--- config.mk ---
export PLATFORM = sky130hd
export DESIGN_NAME = pcpi_approx_mac
export DESIGN_NICKNAME = d
export VERILOG_FILES = /design/src/rtl/pcpi_approx_mac.sv
export SDC_FILE = /design/constraint.sdc
export NUM_CORES = 1
export LEC_CHECK = 0
export CORE_MARGIN = 5
export CORE_UTILIZATION = 41
export DETAILED_ROUTE_END_ITERATION = 10
export GPL_ROUTABILITY_DRIVEN = 0
export GPL_TIMING_DRIVEN = 0
export PLACE_DENSITY = 0.83
export SLEW_MARGIN = 15
export SYNTH_ARGS = -nofsm -noshare
export SYNTH_HDL_FRONTEND = slang
export SYNTH_SLANG_ARGS = --single-unit
export TNS_END_PERCENT = 10
--- constraint.sdc ---
create_clock -name clk -period 8.57 [get_ports clk]
set_clock_uncertainty 0.15 [all_clocks]
set_input_delay 1.2855 -clock clk [delete_from_list [all_inputs] [get_ports clk]]
set_output_delay 1.2855 -clock clk [all_outputs]
set_load 0.005 [all_outputs]
--- src/rtl/pcpi_approx_mac.sv ---
// pcpi_approx_mac: PCPI coprocessor that sums the four 8x8 lane products of an
// external approximate SIMD multiplier into a 32-bit internal accumulator.
//
// Ports:
//   clk, resetn      clock, asynchronous active-low reset
//   pcpi_valid       core requests a coprocessor instruction
//   pcpi_insn        instruction word (custom-0 opcode, funct7 = FUNCT7)
//   pcpi_rs1/rs2     source operands
//   pcpi_wr          write pcpi_rd to the destination register (one-cycle pulse)
//   pcpi_rd          result, holds its last value outside the ready pulse
//   pcpi_wait        instruction claimed, result pending (MAC lane cycles)
//   pcpi_ready       result valid, one-cycle pulse
//   mul_a/mul_b      latched rs1/rs2; byte k feeds multiplier lane k
//   mul_prod         lane products, lane k at [16k+15:16k], combinational from mul_a/mul_b
//
// funct3: 000 MAC, 001 READ, 010 CLEAR, 011 SET. Other funct3/funct7 are not claimed.

module pcpi_approx_mac #(
  parameter bit         ACC_SAT = 1'b0,
  parameter logic [6:0] FUNCT7  = 7'b000_0011
) (
  input  logic        clk,
  input  logic        resetn,
  input  logic        pcpi_valid,
  input  logic [31:0] pcpi_insn,
  input  logic [31:0] pcpi_rs1,
  input  logic [31:0] pcpi_rs2,
  output logic        pcpi_wr,
  output logic [31:0] pcpi_rd,
  output logic        pcpi_wait,
  output logic        pcpi_ready,
  output logic [31:0] mul_a,
  output logic [31:0] mul_b,
  input  logic [63:0] mul_prod
);

  typedef enum logic [1:0] {StIdle, StLane, StDone, StCool} state_e;

  localparam logic [1:0] OpMac   = 2'b00;
  localparam logic [1:0] OpRead  = 2'b01;
  localparam logic [1:0] OpClear = 2'b10;
  localparam logic [1:0] OpSet   = 2'b11;

  state_e      state;
  logic [1:0]  lane;
  logic [31:0] acc;

  logic        insn_match;
  logic [15:0] lane_prod;
  logic [32:0] acc_sum;
  logic [31:0] acc_next;

  // Register/immediate fields of the instruction carry no meaning here.
  logic unused_insn;
  assign unused_insn = ^{pcpi_insn[24:15], pcpi_insn[11:7]};

  // funct3[2] must be clear; the low two bits then select one of four ops.
  assign insn_match = pcpi_valid
                    && (pcpi_insn[6:0] == 7'b000_1011)
                    && (pcpi_insn[31:25] == FUNCT7)
                    && !pcpi_insn[14];

  always_comb begin
    lane_prod = 16'h0000;
    unique case (lane)
      2'd0: lane_prod = mul_prod[15:0];
      2'd1: lane_prod = mul_prod[31:16];
      2'd2: lane_prod = mul_prod[47:32];
      2'd3: lane_prod = mul_prod[63:48];
      default: lane_prod = 16'h0000;
    endcase
  end

  // A carry out of bit 31 means the true sum exceeds 32 bits; once clamped at
  // all-ones every further add carries again, so saturation is sticky.
  always_comb begin
    acc_sum  = {1'b0, acc} + {17'b0, lane_prod};
    acc_next = (ACC_SAT && acc_sum[32]) ? 32'hFFFF_FFFF : acc_sum[31:0];
  end

  always_ff @(posedge clk or negedge resetn) begin
    if (!resetn) begin
      state      <= StIdle;
      lane       <= 2'd0;
      acc        <= 32'h0;
      mul_a      <= 32'h0;
      mul_b      <= 32'h0;
      pcpi_rd    <= 32'h0;
      pcpi_wr    <= 1'b0;
      pcpi_ready <= 1'b0;
      pcpi_wait  <= 1'b0;
    end else begin
      pcpi_wr    <= 1'b0;
      pcpi_ready <= 1'b0;
      unique case (state)
        StIdle: begin
          if (insn_match) begin
            mul_a <= pcpi_rs1;
            mul_b <= pcpi_rs2;
            lane  <= 2'd0;
            unique case (pcpi_insn[13:12])
              OpMac: begin
                state     <= StLane;
                pcpi_wait <= 1'b1;
              end
              OpRead: begin
                state      <= StDone;
                pcpi_rd    <= acc;
                pcpi_wr    <= 1'b1;
                pcpi_ready <= 1'b1;
              end
              OpClear: begin
                state      <= StDone;
                pcpi_rd    <= acc;
                acc        <= 32'h0;
                pcpi_wr    <= 1'b1;
                pcpi_ready <= 1'b1;
              end
              OpSet: begin
                state      <= StDone;
                pcpi_rd    <= pcpi_rs1;
                acc        <= pcpi_rs1;
                pcpi_wr    <= 1'b1;
                pcpi_ready <= 1'b1;
              end
              default: state <= StIdle;
            endcase
          end
        end
        StLane: begin
          acc  <= acc_next;
          lane <= lane + 2'd1;
          if (lane == 2'd3) begin
            state      <= StDone;
            pcpi_wait  <= 1'b0;
            pcpi_rd    <= acc_next;
            pcpi_wr    <= 1'b1;
            pcpi_ready <= 1'b1;
          end
        end
        StDone: state <= StCool;
        // The core may still hold pcpi_valid for the finished instruction.
        StCool: state <= StIdle;
        default: state <= StIdle;
      endcase
    end
  end

endmodule

== Word level (Yosys, flattened, before mapping) ==
Cells that the tools add are included.
Word-level totals
  register bits after elaboration: 134
  input port bits: 163
  output and inout bits: 99
Operators by class
  add/sub/neg operators: 2
  equal/unequal tests: 16
  multiplexer cells: 22
  reduce and logical (&&, ||, !) cells: 16
Operators by type and width (number)
  $pmux W32 S2: 4
  $mux W32: 3
  $pmux W16 S4: 1
  $add A32 B16 Y32: 1
  $eq A2 B2 Y1 const B: 6
  $pmux W2 S2: 2
  $pmux W2 S4: 1
  $reduce_and A4 Y1: 2
  $eq A7 B2 Y1 const B: 1
  $eq A7 B4 Y1 const B: 1
  $eq A2 B1 Y1 const B: 3
  $logic_not A2 Y1: 3
  $mux W1: 6
  $mux W2: 3
  $reduce_and A2 Y1: 3
  $ne A2 B2 Y1 const B: 2
  $pmux W1 S2: 2
  $logic_and A1 B1 Y1: 3
  $ne A3 B1 Y1 const B: 1
  $ne A3 B2 Y1 const B: 1
  $reduce_and A3 Y1: 1
  $reduce_or A3 Y1: 1
  $add A2 B1 Y2 const B: 1
  $ne A2 B1 Y1 const B: 1
  other kinds (3): 3

== Logic depth before layout (Yosys ltp) ==
  depth in word-level cells: 6
  gate-level depth with buffers: 15

== Worst setup path after synthesis ==
Ideal clock, no wire load.
  path kind: input port to flip-flop
  start: input mul_prod[46]
  end: register pcpi_rd[29]
  library setup time: 0.125 ns
  arrival: 3.785 ns
  setup slack: 4.511 ns
  stages: 11
  buffers on the path: 1
  cells stage by stage: a222oi_1 mux2i_1 ha_1 clkbuf_1 nand2_1 o211ai_1 a21oi_1 a311oi_2 a31oi_1 o31a_1 mux2_2
Between the ends
  cells in the longest elaborated chain, start to end: 4
RTL lines
  start, declared: RTL line 34  | input logic [63:0] mul_prod
  $pmux W16 S4: RTL line 65  | unique case (lane)
  $add A32 B16 Y32: RTL line 77  | acc_sum = {1'b0, acc} + {17'b0, lane_prod};
  $mux W32: RTL line 133  | if (lane == 2'd3) begin
  $pmux W32 S2: RTL line 95  | unique case (state)
  end signal, assigned: RTL line 121  | pcpi_rd <= pcpi_rs1;
  end signal, assigned: RTL line 136  | pcpi_rd <= acc_next;
  end, declared: RTL line 29  | output logic [31:0] pcpi_rd,
No other way between the ends. The select of a mux whose other input is x is not followed.
A chain may end at the register's enable or synchronous reset.

== Final worst setup path ==
  start: register lane[0]
  end: register pcpi_rd[27]
Between the ends
  cells in the longest elaborated chain, start to end: 5
  elaborated cells on any way between the ends: 10
  classes of those cells: add/sub (1); eq/ne (4); mux (3); reduce/logical (2)
RTL lines
  start, declared: RTL line 45  | logic [1:0] lane;
  start signal, assigned: RTL line 132  | lane <= lane + 2'd1;
  $eq A2 B2 Y1 (tied with other cells): RTL line 65, 133
  $pmux W16 S4: RTL line 65
  $add A32 B16 Y32: RTL line 77
  $mux W32: RTL line 133
  $pmux W32 S2: RTL line 95
Parallel ways exist; a longest one is shown, timed or not. The select of a mux whose other input is x is not followed.

==> results.json <==
{
  "status": "finished, final reports clean",
  "insertion_delay_ns": 0.43,
  "antenna_found_initial": 0,
  "layout.cells.non_filler": 1439,
  "post-cts-setup-buffer-count": 0,
  "grt_pass1_vias": 8107,
  "peakVddDrop_v": 0.0001385,
  "hpwl_um": 20260,
  "drc": 0,
  "via_per_inst": 5.573,
  "grt_max_degree": 105,
  "ys_ff_latch": 134,
  "critPathBufInv": 4,
  "async_flop_share_pct": 100.0,
  "cts_buffer_depth": 2,
  "coreArea_sq_um": 18770,
  "syn_area_sq_um": 7828,
  "htree_levels": 4,
  "report.final.slew_viol_count": 0,
  "hold_ws_ns": 0.3135,
  "pwr-share-seq_pct": 41.4,
  "cts_resized": 0,
  "synth_area_leaders": "dfrtp_1, nand2_1, mux2i_1",
  "die_y_um": 148.2,
  "fin_tns_setup_ns": 0,
  "setup_viol": 0,
  "p_int_uw": 1174,
  "p_per_area_nw_per_um2": 138.4,
  "fillers": 1613,
  "yosys.area.top_type": "dfrtp_1",
  "dp_cells": 1406,
  "syn_avg_cell_area_sq_um": 8.462,
  "worstPathMaxFanout": 10,
  "synth_top_area_share_pct": 42.84,
  "crit_required_ns": 8.73,
  "synthDistinctLibCells": 69,
  "switchingPower_uw": 374.9,
  "drive_gt1_share_pct": 5.316,
  "io_pins": 262,
  "yosys-top-cells-count": "nand2_1, dfrtp_1, nor2_1, a21oi_1, mux2i_1",
  "p_leak_uw": 0.005011,
  "total_power_uw": 1549,
  "grt.total_usage_pct": 24.38,
  "crit_type": "reg -> reg",
  "num_rows": 50,
  "min_path_type": "reg -> reg",
  "path_delay_family": "compound AO/OA/AOI/OAI gates",
  "cp_slowest_cell": "a311oi_2",
  "start_kind": "register",
  "start_util_pct": 41.71,
  "yosysSeqAreaShare_pct": 42.84,
  "wl_per_cell_um": 18.85,
  "pwr-share-comb_pct": 12.0,
  "cts.sinks": 134,
  "synthCells": 925,
  "syn-num-nets": 1116,
  "grt-ovfl-total": 0,
  "synthToLayoutAreaGrowth_pct": 43.03,
  "finalWirelength_um": 27130,
  "portBuffers": 246,
  "final_net_count": 1382,
  "clk_pin_slew_ns": 0.06,
  "cts-root-buf": "clkbuf_16",
  "cpPeakStageDelay_ns": 0.79,
  "yosys_warnings": 0,
  "detail-route-antenna-nets": 0,
  "synth_top_flop_cell": "dfrtp_1",
  "dr.pass1.iters": 7,
  "cts_made_buffers": 17,
  "crit_chain": "inv_1, ha_1, clkbuf_1, buf_1, mux2i_1, ha_1, clkbuf_1, a21oi_1, o211ai_1, a21oi_1, a311oi_2, nand3_1, mux2i_1, a211o_1",
  "max_freq_mhz": 202.2,
  "synth_edf_count": 0,
  "worstPathArrival_ns": 5.11,
  "period_needed_ns": 4.947,
  "hold_viol_final": 0,
  "die_area_sq_um": 21950,
  "slew_headroom_pct": 41.06,
  "p_sw_share_pct": 24.20,
  "end_kind": "register",
  "rsz0062_at_grt": "no",
  "drt_iter0_drc": 774,
  "synth.most_common_cell": "nand2_1",
  "cts.hold.buffers_added": 0,
  "grt_pass1_wl_um": 42610,
  "max_cap_viol_count": 0,
  "cts_tree": "built",
  "fin_crit_sh_pct": 57.72,
  "p_clk_share_pct": 46.6,
  "fp.dieW_um": 148.2,
  "tightest_slew_ns": 0.8841,
  "num_vias": 8019
}
==> layout make-up <==
type                       instances  area (sq um)  share of cell area (%)
multi-input combinational        698          4081                   36.46
sequential                       134          3353                   29.95
timing repair buffer             247          2495                   22.28
clock buffer                      21         450.4                   4.023
tap                              234         292.8                   2.615
buffer                            61         272.8                   2.436
clock inverter                    11         127.6                   1.140
inverter                          32         120.1                   1.073
antenna                            1         2.502                 0.02235
==> state kept, by name, indices dropped and copies added, names as in the netlist <==
signal      count
acc            32
mul_a          32
mul_b          32
pcpi_rd        32
lane            2
state           2
pcpi_ready      1
pcpi_wait       1
==> power groups by stage <==
stage,Clock (uW),Combinational [uW],Sequential (uW)
global route,760,201,641
global placement,0,178,653
detailed placement,0,183,652
floorplan,0,72.4,652
finish,722,186,641
CTS,726,185,641
==> per-layer routing <==
layer,vias up,global-route usage (%),wire length (um)
met5,-,0,0
met4,0,11.73,1068
met3,81,5.545,2475
met2,381,40.74,13190
met1,3790,29.88,10400
li1,3767,-,-
==> path summary, 6_finish.rpt <==
check	to	cells past startpoint	from	slack, ns
setup reg to reg	pcpi_rd[27]$_DFFE_PN0P_	14	lane[0]$_DFFE_PN0P_	3.62
setup / recovery	pcpi_rd[27]$_DFFE_PN0P_	14	lane[0]$_DFFE_PN0P_	3.62
hold reg to reg	mul_a[24]$_DFFE_PN0P_	2	mul_a[24]$_DFFE_PN0P_	0.31
min in group asynchronous	pcpi_ready$_DFF_PN0_	1	resetn	0.57
hold / removal	mul_a[24]$_DFFE_PN0P_	2	mul_a[24]$_DFFE_PN0P_	0.31
max in group asynchronous	mul_b[4]$_DFFE_PN0P_	2	resetn	6.92
==> tightest hold or removal path, cell delays in order, from the launching register on <==
cell and delay [ns]:
dfrtp_1 0.34, nand2_1 0.05, nand2_1 0.05
==> kinds of logic (layout without fill, tap and decap cells) <==
family,count (synthesis),after routing,synth area share (%)
xor gates and xnor gates,18,18,2.014
and+or+nand+nor,404,404,22.15
other,0,1,0
adders and majority gates,28,28,4.572
buffers and inverters,93,372,5.019
muxes,46,46,5.930
AOI/OAI and AO/OA,202,202,17.47
DFF,134,134,42.84
==> metrics by stage <==
stage | setup slack (ns) | cell area, sq um | utilization, %
after floorplan | 4.511 | 7828 | -
after global placement | 0.6208 | 10580 | 56.39
after detailed placement | 3.313 | 10620 | 56.56
after CTS | 3.732 | 11190 | 59.64
after global routing | 3.343 | 11190 | 59.64
final | 3.623 | 11200 | 59.65
==> cells in the final DEF, fill, tap and decap left out, types with 5 or more instances in the layout <==
| master | count |
|---|---|
| nand2_1 | 260 |
| clkdlybuf4s50_1 | 245 |
| dfrtp_1 | 134 |
| nor2_1 | 65 |
| a21oi_1 | 55 |
| clkbuf_1 | 43 |
| mux2i_1 | 43 |
| inv_1 | 32 |
| o21ai_0 | 32 |
| ha_1 | 27 |
| a22oi_1 | 19 |
| clkbuf_16 | 17 |
| nor3_1 | 16 |
| a222oi_1 | 15 |
| a31oi_1 | 13 |
| nand3_1 | 13 |
| xnor2_1 | 12 |
| and3_1 | 11 |
| buf_2 | 10 |
| o21ai_1 | 10 |
| nand4_1 | 8 |
| o211ai_1 | 8 |
| and2_1 | 6 |
| or3_1 | 6 |
| xor2_1 | 6 |
| buf_1 | 5 |
Power figures use the tool's default switching activity.
